[config.mk]
export PLATFORM = sky130hd
export DESIGN_NAME = router_out_ctrl
export DESIGN_NICKNAME = d
export VERILOG_FILES = /design/src/rtl/router_out_ctrl.sv
export SDC_FILE = /design/constraint.sdc
export NUM_CORES = 1
export LEC_CHECK = 0
export BUFFER_PORTS_ARGS = -buffer_cell sky130_fd_sc_hd__buf_2
export CORE_ASPECT_RATIO = 0.7
export CORE_UTILIZATION = 25
export DETAILED_ROUTE_END_ITERATION = 8
export PLACE_DENSITY = 0.39
export SYNTH_ARGS = -nofsm -noshare
export SYNTH_HDL_FRONTEND = slang
export SYNTH_SLANG_ARGS = --single-unit
[constraint.sdc]
create_clock -name clk -period 2.5 [get_ports clk]
set_clock_uncertainty 0.2 [all_clocks]
set_input_delay 0.125 -clock clk [delete_from_list [all_inputs] [get_ports clk]]
set_output_delay 0.125 -clock clk [all_outputs]
set_load 0.02 [all_outputs]
[src/rtl/router_out_ctrl.sv]
// rtl/router_out_ctrl.sv - read-side controller for one router output port
// Optional parity checking is enabled by defining ROUTER_OUT_PARITY_CHK_EN.
module router_out_ctrl #(
  parameter int unsigned TIMEOUT = 30
) (
  input  logic       clk,
  input  logic       rst,
  input  logic       fifo_empty,
  input  logic [8:0] fifo_dout,
  output logic       fifo_rd_en,
  output logic       soft_rst,
  input  logic       read_enb,
  output logic       vld_out,
  output logic [7:0] data_out,
  output logic       pkt_done,
  output logic       hdr_err,
  output logic       parity_err
);

  typedef enum logic [1:0] {IDLE = 2'd0, LOAD = 2'd1, HOLD = 2'd2} state_t;

  localparam logic [7:0] TMO_LAST = 8'(TIMEOUT - 1);

  state_t     state_q, state_d;
  logic [6:0] rem_q, rem_d;
  logic [7:0] timer_q, timer_d;
  logic [7:0] data_q, data_d;
  logic       hdr_q, hdr_d;
  logic       soft_rst_q, soft_rst_d;
  logic       pkt_done_q, pkt_done_d;
  logic       hdr_err_q, hdr_err_d;
  logic       rd_en;
`ifdef ROUTER_OUT_PARITY_CHK_EN
  logic [7:0] acc_q, acc_d;
  logic       par_err_q, par_err_d;
`endif

  always_ff @(posedge clk) begin
    if (!rst) begin
      state_q    <= IDLE;
      rem_q      <= '0;
      timer_q    <= '0;
      data_q     <= '0;
      hdr_q      <= 1'b0;
      soft_rst_q <= 1'b0;
      pkt_done_q <= 1'b0;
      hdr_err_q  <= 1'b0;
`ifdef ROUTER_OUT_PARITY_CHK_EN
      acc_q      <= '0;
      par_err_q  <= 1'b0;
`endif
    end else begin
      state_q    <= state_d;
      rem_q      <= rem_d;
      timer_q    <= timer_d;
      data_q     <= data_d;
      hdr_q      <= hdr_d;
      soft_rst_q <= soft_rst_d;
      pkt_done_q <= pkt_done_d;
      hdr_err_q  <= hdr_err_d;
`ifdef ROUTER_OUT_PARITY_CHK_EN
      acc_q      <= acc_d;
      par_err_q  <= par_err_d;
`endif
    end
  end

  always_comb begin
    state_d    = state_q;
    rem_d      = rem_q;
    timer_d    = timer_q;
    data_d     = data_q;
    hdr_d      = hdr_q;
    soft_rst_d = 1'b0;
    pkt_done_d = 1'b0;
    hdr_err_d  = 1'b0;
    rd_en      = 1'b0;
`ifdef ROUTER_OUT_PARITY_CHK_EN
    acc_d      = acc_q;
    par_err_d  = 1'b0;
`endif
    case (state_q)
      IDLE: begin
        // The FIFO is being flushed during the soft_rst cycle, so hold off.
        if (!fifo_empty && !soft_rst_q) begin
          rd_en   = 1'b1;
          state_d = LOAD;
        end
      end
      LOAD: begin
        timer_d = '0;
        if (fifo_dout[8]) begin
          hdr_err_d = (rem_q != 7'd0);
          rem_d     = 7'(fifo_dout[7:2]) + 7'd1;
          hdr_d     = 1'b1;
          data_d    = fifo_dout[7:0];
          state_d   = HOLD;
`ifdef ROUTER_OUT_PARITY_CHK_EN
          acc_d     = '0;
`endif
        end else if (rem_q == 7'd0) begin
          hdr_err_d = 1'b1;
          state_d   = IDLE;
        end else begin
          hdr_d   = 1'b0;
          data_d  = fifo_dout[7:0];
          state_d = HOLD;
        end
      end
      HOLD: begin
        if (read_enb) begin
          if (!hdr_q) begin
            rem_d      = rem_q - 7'd1;
            pkt_done_d = (rem_q == 7'd1);
          end
`ifdef ROUTER_OUT_PARITY_CHK_EN
          if (!hdr_q && rem_q == 7'd1) par_err_d = (data_q != acc_q);
          else                         acc_d     = acc_q ^ data_q;
`endif
          if (!fifo_empty) begin
            rd_en   = 1'b1;
            state_d = LOAD;
          end else begin
            state_d = IDLE;
          end
        end else if (timer_q == TMO_LAST) begin
          soft_rst_d = 1'b1;
          rem_d      = '0;
          timer_d    = '0;
          state_d    = IDLE;
`ifdef ROUTER_OUT_PARITY_CHK_EN
          acc_d      = '0;
`endif
        end else begin
          timer_d = timer_q + 8'd1;
        end
      end
      default: state_d = IDLE;
    endcase
  end

  assign fifo_rd_en = rd_en & rst;
  assign soft_rst   = soft_rst_q;
  assign vld_out    = (state_q == HOLD);
  assign data_out   = data_q;
  assign pkt_done   = pkt_done_q;
  assign hdr_err    = hdr_err_q;
`ifdef ROUTER_OUT_PARITY_CHK_EN
  assign parity_err = par_err_q;
`else
  assign parity_err = 1'b0;
`endif

endmodule

==> key figures, run 1 <==
Run status
  • Outcome: finished, final reports clean

Floorplanning
  • Die Wd: between 90 and 100 microns
  • Row cnt: 24
  • # IOs: 27
  • Die height: 69.7 microns
  • DIE AREA: approximately 0.007 sq mm
  • Core Footprint: 0.00628 sq mm
  • Initial Util: 26.1%

Setup path
  • FF-to-FF Start: timer_q[0]
  • Critical R2R Capture: rem_q[5]
  • Critical Path Start Type: flip-flop
  • Worst path bufs/invs: 0
  • Crit path cell chain: ha_1 > or4b_4 > o311a_4 > o311ai_1 > o41ai_1
  • Top delay family on crit path: compound AO/OA/AOI/OAI gates
  • Critical path class: flip-flop to flip-flop
  • Worst path max stage delay: a little over 500 ps
  • Worst endpoint data arrival time: 2220 ps
  • CP max stage cell: or4b_4
  • Cells on worst reg2reg path: 5
  • R2R setup slack: 210 ps
  • Crit path max fanout: 9
  • Req. time, crit path: 2430 ps
  • Setup crit end kind: flip-flop

Timing
  • Final Setup Violations: 0
  • Final Hold Vio Count: 0
  • Slew HR: 33.1%
  • Final Critical Period: around 2300 ps
  • Fmax: 0.437 GHz
  • Final WS setup: 212 ps
  • Worst-margin pin slew: 993 ps
  • Total negative slack: 0 ps
  • Ratio of final minimum period to clock period: between 90% and 100%
  • Slew Viols, Final: 0
  • RSZ-0062 raised after global routing: false

Clock network
  • CTS Buf Count: 5
  • Post-CTS sizing: 0
  • Maximum buffer depth of the clock tree: 2
  • Post-CTS setup buffer count: 0
  • Skew-Pair Late Insertion Delay: 280 ps
  • Num Clock Sinks: 29
  • Htree depth: 2
  • CTS tree: yes
  • Clock Root Buffer: clkbuf_8
  • Hold-fix buffers, CTS: 10
  • CTS clk-pin slew, worst paths: about 70 ps

Drt
  • DR DRC count: 0
  • Average routed wire per standard cell: 13.7 microns
  • Total Wirelength: 4420 microns
  • Drt initial violations: 74
  • DRT antenna net count: 0
  • Via Count: 1550
  • Via-per-instance ratio: 4.80
  • DRT Pass-1 Iters: 4

Finish
  • Antenna cells: 0
  • Most common cell after layout, fill and taps aside: nand2_1
  • Layout cell share with drive strength beyond 1: ~18%
  • Area grow syn2layout: 26.6%
  • Final #Nets: between 200 and 300
  • Post-route cell area: between 0.002 and 0.0025 sq mm
  • Most frequent cells in the layout: 30 x nand2_1, 29 x dfxtp_1, 25 x buf_2, 16 x a21oi_1

Placement
  • Final RePlAce weighted congestion: 0.767
  • Place WS: 240 ps
  • DP Wirelength: 3220 microns
  • Cell Area, Placed: 0.00187 sq mm
  • # port buffers: 25

Synthesis
  • Average size of a mapped cell: 8.07 sq um
  • Distinct cells, synth: 46
  • Cell count after synthesis: 203
  • Sequential area share after synthesis: 35.4%
  • Synth Warn #: 0
  • Netlist Area Pre-Place: 0.00164 sq mm
  • Mapped Nets: 227
  • Synth Register Bits: 29

Global route
  • First-pass GRT wire length: 7490 microns
  • Gr usage total: 14.1%
  • Initial antenna violation count: 0
  • Largest net degree at the start of global routing: 15
  • Grt ovf: 0
  • Number of global-route vias before repair: between 1000 and 1500

Pwr
  • Worst vdd ir: between 200 and 300 uV
  • Leak: 0.823 nW
  • P per Cell Area: about 850 mW/mm^2

Hold path
  • WHS Endpoint: state_q[1]
  • WHS Path Cells: 4
  • Min-delay src: fifo_empty
  • Hold Path Class: primary input to flip-flop

Run
  • Max-cap viol count: 0
## registers in the layout (all words and copies together), names as in the netlist
signal,count
soft_rst,1
hdr_err,1
data_out,8
timer_q,8
rem_q,7
pkt_done,1
hdr_q,1
state_q,2
## per-stage QoR
| step | power, mW | std cells | hold slack (ps) | util (%) |
|---|---|---|---|---|
| 6_report | 1.77 | 323 | 75.8 | 33.1 |
| 4_1_cts | 1.79 | 323 | 70.6 | 33.1 |
| 5_1_grt | 1.92 | 323 | 112 | 33.1 |
| 3_5_place_dp | 1.33 | 305 | 172 | 29.8 |
| 3_3_place_gp | 1.35 | 305 | 176 | 29.8 |
| 2_1_floorplan | 1.11 | 203 | 61.0 | - |
## per-layer routing
| layer | share of wire, % | GRT usage, % | vias up |
|---|---|---|---|
| li1 | - | - | 809 |
| met1 | 59 | 21.5 | 700 |
| met2 | 36 | 18.6 | 36 |
| met3 | 4.1 | 3.83 | 5 |
| met4 | 1.1 | 4.48 | 0 |
| met5 | 0 | 0 | - |
## synth_stat cells, drive strengths merged
cell / instances / area [sq um]
o31ai: 1 / 7.51
nand3: 6 / 30.0
a21bo: 1 / 10.0
nor2b: 1 / 6.26
and4: 1 / 8.76
and3: 2 / 12.5
o41ai: 2 / 17.5
o2111ai: 1 / 8.76
a31oi: 1 / 6.26
xnor2: 4 / 35.0
nor2: 14 / 52.6
a311oi: 1 / 8.76
ha: 11 / 138
xor2: 5 / 43.8
nand3b: 1 / 7.51
o311ai: 5 / 51.3
inv: 12 / 45.0
o21a: 4 / 30.0
conb: 1 / 3.75
o22ai: 2 / 12.5
o221ai: 1 / 8.76
and2: 1 / 6.26
o21ai: 7 / 35.0
or4b: 1 / 13.8
buf: 5 / 30.0
nand4: 4 / 25.0
dfxtp: 29 / 581
or3: 1 / 6.26
nor4: 3 / 18.8
o32ai: 1 / 8.76
a21boi: 3 / 22.5
nor3: 14 / 70.1
o32a: 2 / 20.0
a41oi: 1 / 8.76
a21oi: 16 / 80.1
clkinv: 1 / 3.75
nand2b: 2 / 12.5
nand2: 30 / 113
a211oi: 1 / 7.51
o311a: 1 / 21.3
clkbuf: 3 / 11.3
## area by class of cell
class	count	area (sq um)
repair buffers	42	278
flip-flops and latches	29	581
well taps	78	97.6
inverters	13	48.8
clock buffers	7	96.3
clock inverters	1	5.00
fillers	649	4200
multi-input cells	153	968
## power breakdown
part | internal, mW | switching, mW
registers | 0.542 | 0.0744
clock network | 0.249 | 0.186
logic | 0.289 | 0.432
total | 1.08 | 0.693
## worst max path at each step
stage               start        to  slack (ps)  depth (start not counted)
2_1_floorplan  timer_q[0]  rem_q[5]         310                          6
3_3_place_gp   timer_q[0]  rem_q[6]         290                          5
3_5_place_dp   timer_q[0]  rem_q[6]         240                          5
4_1_cts        timer_q[0]  rem_q[5]         210                          5
5_1_grt        timer_q[0]  rem_q[6]         100                          5
6_report       timer_q[0]  rem_q[5]         210                          5
## worst reg2reg max path, delay by kind of cell, from the launching register on
kind,cells,cell delay (ps)
flops,1,430
simple gates,1,510
fa+ha+maj,1,170
compound gates,3,840
## logic make-up after synthesis
logic type | Yosys count | synth area share (%)
and+or+nand+nor | 81 | 23.4
AOI/OAI and AO/OA | 51 | 22.3
DFF | 29 | 35.4
buffers and inverters | 21 | 5.50
adders and majority gates | 11 | 8.40
xor gates and xnor gates | 9 | 4.81
other | 1 | 0.229
(Power assumes the default switching activity.)
==> inputs of run 2 (changes only) <==
--- a/config.mk
+++ b/config.mk
@@ -6,7 +6,7 @@
 export NUM_CORES = 1
 export LEC_CHECK = 0
 export BUFFER_PORTS_ARGS = -buffer_cell sky130_fd_sc_hd__buf_2
-export CORE_ASPECT_RATIO = 0.7
+export CORE_ASPECT_RATIO = 0.9
 export CORE_UTILIZATION = 25
 export DETAILED_ROUTE_END_ITERATION = 8
 export PLACE_DENSITY = 0.39
==> run 2 against run 1 <==
Net effect:
- die area is essentially flat
- non-clock buffer count is the same
- global-route usage shrank 0.45 points
- design area grew 0.42%
- sequential power shrank 1%
- first-iteration DRC count shrank 31%
- clock power is essentially flat
- sequential share of layout area shrank 0.12 points
- hold slack lost 57 ps
- count of clock-buffer cells in the layout is the same
==> key figures, run 2 (synthesis gave the netlist of run 1 again) <==
Timing
  • Total negative slack: 0 ps
  • Final Setup Violations: 0
  • Final Hold Vio Count: 0
  • Slew Viols, Final: 0
  • Ratio of final minimum period to clock period: between 80 and 90%
  • RSZ-0062 raised after global routing: false
  • Worst-margin pin slew: 559 ps
  • Hold_ws: 18.5 ps
  • Final WS setup: 281 ps
  • Final Critical Period: 2220 ps
  • Fmax: around 0.45 GHz
  • Slew HR: 62.4%

Drt
  • Drt initial violations: 51
  • Total Wirelength: 4490 microns
  • Via Count: around 1600
  • DRT Pass-1 Iters: 4
  • Via-per-instance ratio: 4.72
  • DR DRC count: 0
  • Average routed wire per standard cell: 13.5 microns
  • DRT antenna net count: 0

Global route
  • Gr usage total: 13.7%
  • Grt ovf: 0
  • Number of global-route vias before repair: 1517
  • First-pass GRT wire length: 7240 microns
  • Initial antenna violation count: 0
  • Largest net degree at the start of global routing: 17

Clock network
  • Post-CTS sizing: 0
  • Maximum buffer depth of the clock tree: 2
  • CTS Buf Count: 5
  • Skew-Pair Late Insertion Delay: between 200 and 300 ps
  • CTS clk-pin slew, worst paths: 70 ps
  • CTS tree: yes
  • Num Clock Sinks: 29
  • Htree depth: 2
  • Clock Root Buffer: clkbuf_8

Finish
  • Count of non-filler cells in the finished layout: 332
  • Antenna cells: 0
  • Most common cell after layout, fill and taps aside: nand2_1
  • Area grow syn2layout: 27.1%
  • Most frequent cells in the layout: 30 x nand2_1, 29 x dfxtp_1, 25 x buf_2, 16 x a21oi_1
  • Layout cell share with drive strength beyond 1: around 18%
  • Final #Nets: 268
  • Fillers: 690

Setup path
  • Critical Path Start Type: flip-flop
  • Crit path cell chain: ha_1 > or4b_4 > o311a_4 > o311ai_1 > o41ai_1
  • Worst endpoint data arrival time: 2180 ps
  • R2R setup slack: ~280 ps
  • Critical path class: flip-flop to flip-flop
  • Req. time, crit path: around 2500 ps
  • Crit path max fanout: 9
  • Worst path max stage delay: 510 ps
  • Setup crit end kind: flip-flop
  • CP max stage cell: or4b_4

Floorplanning
  • Core Footprint: 0.00622 sq mm
  • # IOs: 27
  • DIE AREA: 0.00688 sq mm
  • Die Wd: ~87 microns
  • Initial Util: 26.4%
  • Row cnt: 27
  • Die height: approximately 79 microns

Pwr
  • Leak: 0.822 nW
  • Overall power: approximately 1.8 mW
  • P per Cell Area: around 850 mW/mm^2
  • Worst vdd ir: 336 uV

Placement
  • Final RePlAce weighted congestion: between 0.7 and 0.8
  • DP Wirelength: about 3200 microns
  • # port buffers: 25
  • Place WS: 267 ps
  • Placed cell count: ~320

Run
  • Max-cap viol count: 0

Hold path
  • Hold Path Class: primary input to flip-flop

Run status
  • Outcome: finished, final reports clean
-- run 2: changes by cell type in the layout (fill, tap and decap cells not counted) --
cell | before | now
buf_4 | 7 | 8
dlygate4sd3_1 | 10 | 9
-- run 2: layout make-up --
cell class / count / area (sq um) / area share, %
inverters: 13 / 48.8 / 2.34
clock buffers: 7 / 96.3 / 4.62
repair buffers: 42 / 275 / 13.2
multi-input cells: 153 / 968 / 46.5
flip-flops and latches: 29 / 581 / 27.9
well taps: 87 / 109 / 5.23
clock inverters: 1 / 5.00 / 0.240
-- run 2: report_power, final --
group	leakage [nW]	total, mW	switching, mW	internal [mW]
clock	0.0542	0.434	0.185	0.249
combinational	0.532	0.716	0.430	0.287
sequential	0.236	0.611	0.0692	0.542
-- run 2: per-layer routing --
metal  GRT usage (%)  wire (microns)  vias to the layer above
li1                -               -                      806
met5               0               0                        -
met3            3.43             179                        5
met4            3.44              31                        0
met2            22.7            2060                       37
met1            17.6            2220                      720
-- run 2: timing repair --
item,CTS,global route
setup buffers,0,0
hold endpoints to repair,9,0
hold buffers,9,0
-- run 2: path summary, 6_finish.rpt --
| path | to | cells after the start | from |
|---|---|---|---|
| min reg2reg | data_out[1] | 2 | data_out[1] |
| min | soft_rst | 3 | rst |
| max | rem_q[6] | 5 | timer_q[0] |
| max reg2reg | rem_q[6] | 5 | timer_q[0] |
-- run 2: worst max-delay path, delay by kind of cell, from the launching register on --
family | cells | cell delay, ps
and+or+nand+nor | 1 | 510
AOI/OAI and AO/OA | 3 | 820
adders and majority gates | 1 | 160
DFF | 1 | 410
-- run 2: stage by stage --
step / instance area (sq um) / utilization, %
after floorplan: 1640 / -
after global placement: 1890 / 30.4
after detailed placement: 1890 / 30.4
after CTS: 2080 / 33.5
after global routing: 2080 / 33.5
final: 2080 / 33.5
==> inputs of run 3 (changes only) <==
==> config.mk (replaced) <==
export PLATFORM = sky130hd
export DESIGN_NAME = router_out_ctrl
export DESIGN_NICKNAME = d
export VERILOG_FILES = /design/src/rtl/router_out_ctrl.sv
export SDC_FILE = /design/constraint.sdc
export NUM_CORES = 1
export LEC_CHECK = 0
export CORE_ASPECT_RATIO = 0.9
export CORE_UTILIZATION = 25
export DETAILED_ROUTE_END_ITERATION = 8
export DONT_BUFFER_PORTS = 1
export PLACE_DENSITY = 0.35
export SYNTH_ARGS = -nofsm -noshare
export SYNTH_HDL_FRONTEND = slang
export SYNTH_SLANG_ARGS = --single-unit
==> run 3 against run 2 <==
Net effect:
- critical path type unchanged
- design area fell by 4.8%
- die area did not move
- total power fell by 2.3%
- final cell count fell by 6.9%
- first-iteration DRC count rose by 120%
- register-to-register slack got worse by 60 ps
- via count fell by 3.4%
- flip-flop and latch count did not move
- clock power barely moved
- worst setup slack got worse by 59 ps
- non-clock buffer count fell by 23
- the run now ends with negative hold slack left
==> key figures, run 3 (synthesis gave the netlist of run 1 again) <==
Timing
  • Slew Viols, Final: 0
  • Final WS setup: 223 ps
  • Final Critical Period: 2280 ps
  • Total negative slack: 0 ps
  • RSZ-0062 raised after global routing: false
  • Final Setup Violations: 0
  • Slew HR: 33.3%
  • Fmax: between 0.4 and 0.5 GHz
  • Final Hold Vio Count: 1
  • Worst-margin pin slew: 991 ps
  • Hold_ws: -3.29 ps
  • Ratio of final minimum period to clock period: between 90% and 100%

Setup path
  • Worst path max stage delay: 510 ps
  • CP max stage cell: or4b_4
  • Req. time, crit path: 2430 ps
  • Critical path class: flip-flop to flip-flop
  • Setup crit end kind: flip-flop
  • FF-to-FF Start: timer_q[0]
  • Cells on worst reg2reg path: 5
  • Crit path max fanout: 9
  • Worst endpoint data arrival time: 2210 ps
  • Critical R2R Capture: rem_q[6]
  • Critical Path Start Type: flip-flop
  • R2R setup slack: 220 ps
  • Crit path cell chain: ha_1 > or4b_4 > o311a_4 > o311ai_1 > o41ai_1

Floorplanning
  • Row cnt: 27
  • Initial Util: 26.4%
  • Die Wd: between 80 and 90 microns
  • # IOs: 27
  • DIE AREA: 0.00688 sq mm
  • Core Footprint: 0.00622 sq mm
  • Die height: 78.8 microns

Finish
  • Area grow syn2layout: 21.0%
  • Antenna cells: 0
  • Layout cell share with drive strength beyond 1: 8.11%
  • Final #Nets: 245
  • Fillers: between 600 and 700
  • Most frequent cells in the layout: 30 x nand2_1, 29 x dfxtp_1, 16 x a21oi_1, 14 x nor3_1, 14 x nor2_1
  • Most common cell after layout, fill and taps aside: nand2_1

Clock network
  • Maximum buffer depth of the clock tree: 2
  • Htree depth: 2
  • Post-CTS sizing: 0
  • Skew-Pair Late Insertion Delay: 280 ps
  • CTS Buf Count: 5
  • CTS tree: yes
  • CTS clk-pin slew, worst paths: 70 ps
  • Num Clock Sinks: 29
  • Clock Root Buffer: clkbuf_8

Pwr
  • Clock Power Share: 25.4%
  • Leak: 0.710 nW
  • Power Internal: ~1.1 mW
  • Sw Ratio: 38.9%
  • Sequential power share: 38.0%
  • Net switching power figure: 670 uW
  • Comb pwr share: a little under two fifths
  • P per Cell Area: around 870 mW/mm^2
  • Worst vdd ir: 254 uV

Drt
  • Drt initial violations: 111
  • Met1 wire length: 2170 microns
  • Highest Signal Layer: met4
  • DRT Pass-1 Iters: 4
  • DR DRC count: 0
  • Via-per-instance ratio: 4.90
  • Routed length on met3: approximately 230 microns
  • Detailed-routed wire length on met2: 2010 microns
  • Average routed wire per standard cell: 14.5 microns
  • Via Count: 1514
  • Total Wirelength: 4480 microns
  • DRT antenna net count: 0

Global route
  • Grt ovf: 0
  • Gr usage total: 14.1%
  • Largest net degree at the start of global routing: 18
  • Number of global-route vias before repair: 1489
  • Initial antenna violation count: 0
  • First-pass GRT wire length: 7450 microns

Placement
  • DP Wirelength: 3210 microns
  • # port buffers: 0
  • Place WS: 223 ps
  • Final RePlAce weighted congestion: 0.766

Run status
  • Outcome: complete, but fails checks
  • Failing checks: negative hold slack

Hold path
  • Min-delay src: fifo_dout[7]
  • WHS Path Cells: 3
  • Hold Path Class: primary input to flip-flop
  • WHS Endpoint: rem_q[5]

Run
  • Max-cap viol count: 0
[run 3: what timing repair did]
item	CTS	global route
setup buffers	0	0
hold buffers	13	0
setup endpoints to repair	0	0
hold endpoints to repair	28	0
[run 3: power groups by stage]
| stage | sequential, mW | clock (mW) | combinational [mW] |
|---|---|---|---|
| floorplan | 0.645 | 0 | 0.463 |
| global placement | 0.662 | 0 | 0.613 |
| detailed placement | 0.664 | 0 | 0.610 |
| CTS | 0.653 | 0.454 | 0.636 |
| global route | 0.661 | 0.467 | 0.727 |
| finish | 0.653 | 0.437 | 0.631 |
[run 3: worst max path at each step]
stage                from         end  cells past startpoint
3_3_place_gp   timer_q[0]    rem_q[6]                      5
4_1_cts        timer_q[0]    rem_q[6]                      5
2_1_floorplan  timer_q[0]    rem_q[5]                      6
3_5_place_dp   timer_q[0]    rem_q[6]                      5
5_1_grt        state_q[0]  fifo_rd_en                      6
6_report       timer_q[0]    rem_q[6]                      5
[run 3: routing by layer]
| metal | GRT usage, % | vias up |
|---|---|---|
| li1 | - | 763 |
| met3 | 3.95 | 6 |
| met5 | 0 | - |
| met4 | 5.41 | 0 |
| met2 | 22.3 | 36 |
| met1 | 18.0 | 709 |
[run 3: worst max-delay path, delay by kind of cell, from the launching register on]
| family | cells | cell delay [ps] |
|---|---|---|
| AO/OA/AOI/OAI | 3 | 830 |
| AND/OR/NAND/NOR | 1 | 510 |
| flip-flops | 1 | 420 |
| adder cells (fa/ha/maj) | 1 | 170 |
[run 3: layout make-up]
type / instances / area [sq um] / share of cell area (%)
Clock buffer: 7 / 96.3 / 4.86
Multi-Input combinational cell: 153 / 968 / 48.8
Timing Repair Buffer: 19 / 175 / 8.83
Clock inverter: 1 / 5.00 / 0.252
Sequential cell: 29 / 581 / 29.3
Inverter: 13 / 48.8 / 2.46
Tap cell: 87 / 109 / 5.49
[run 3: stage by stage]
stage	utilization [%]	power, mW	cells	hold WS [ps]	cell area [sq um]
finish	31.9	1.72	309	-3.29	1980
detailed placement	28.2	1.27	288	53.3	1750
global placement	28.2	1.27	288	49.9	1750
floorplan	-	1.11	203	61.0	1640
global route	31.9	1.86	309	23.3	1980
CTS	31.9	1.74	309	10.3	1980
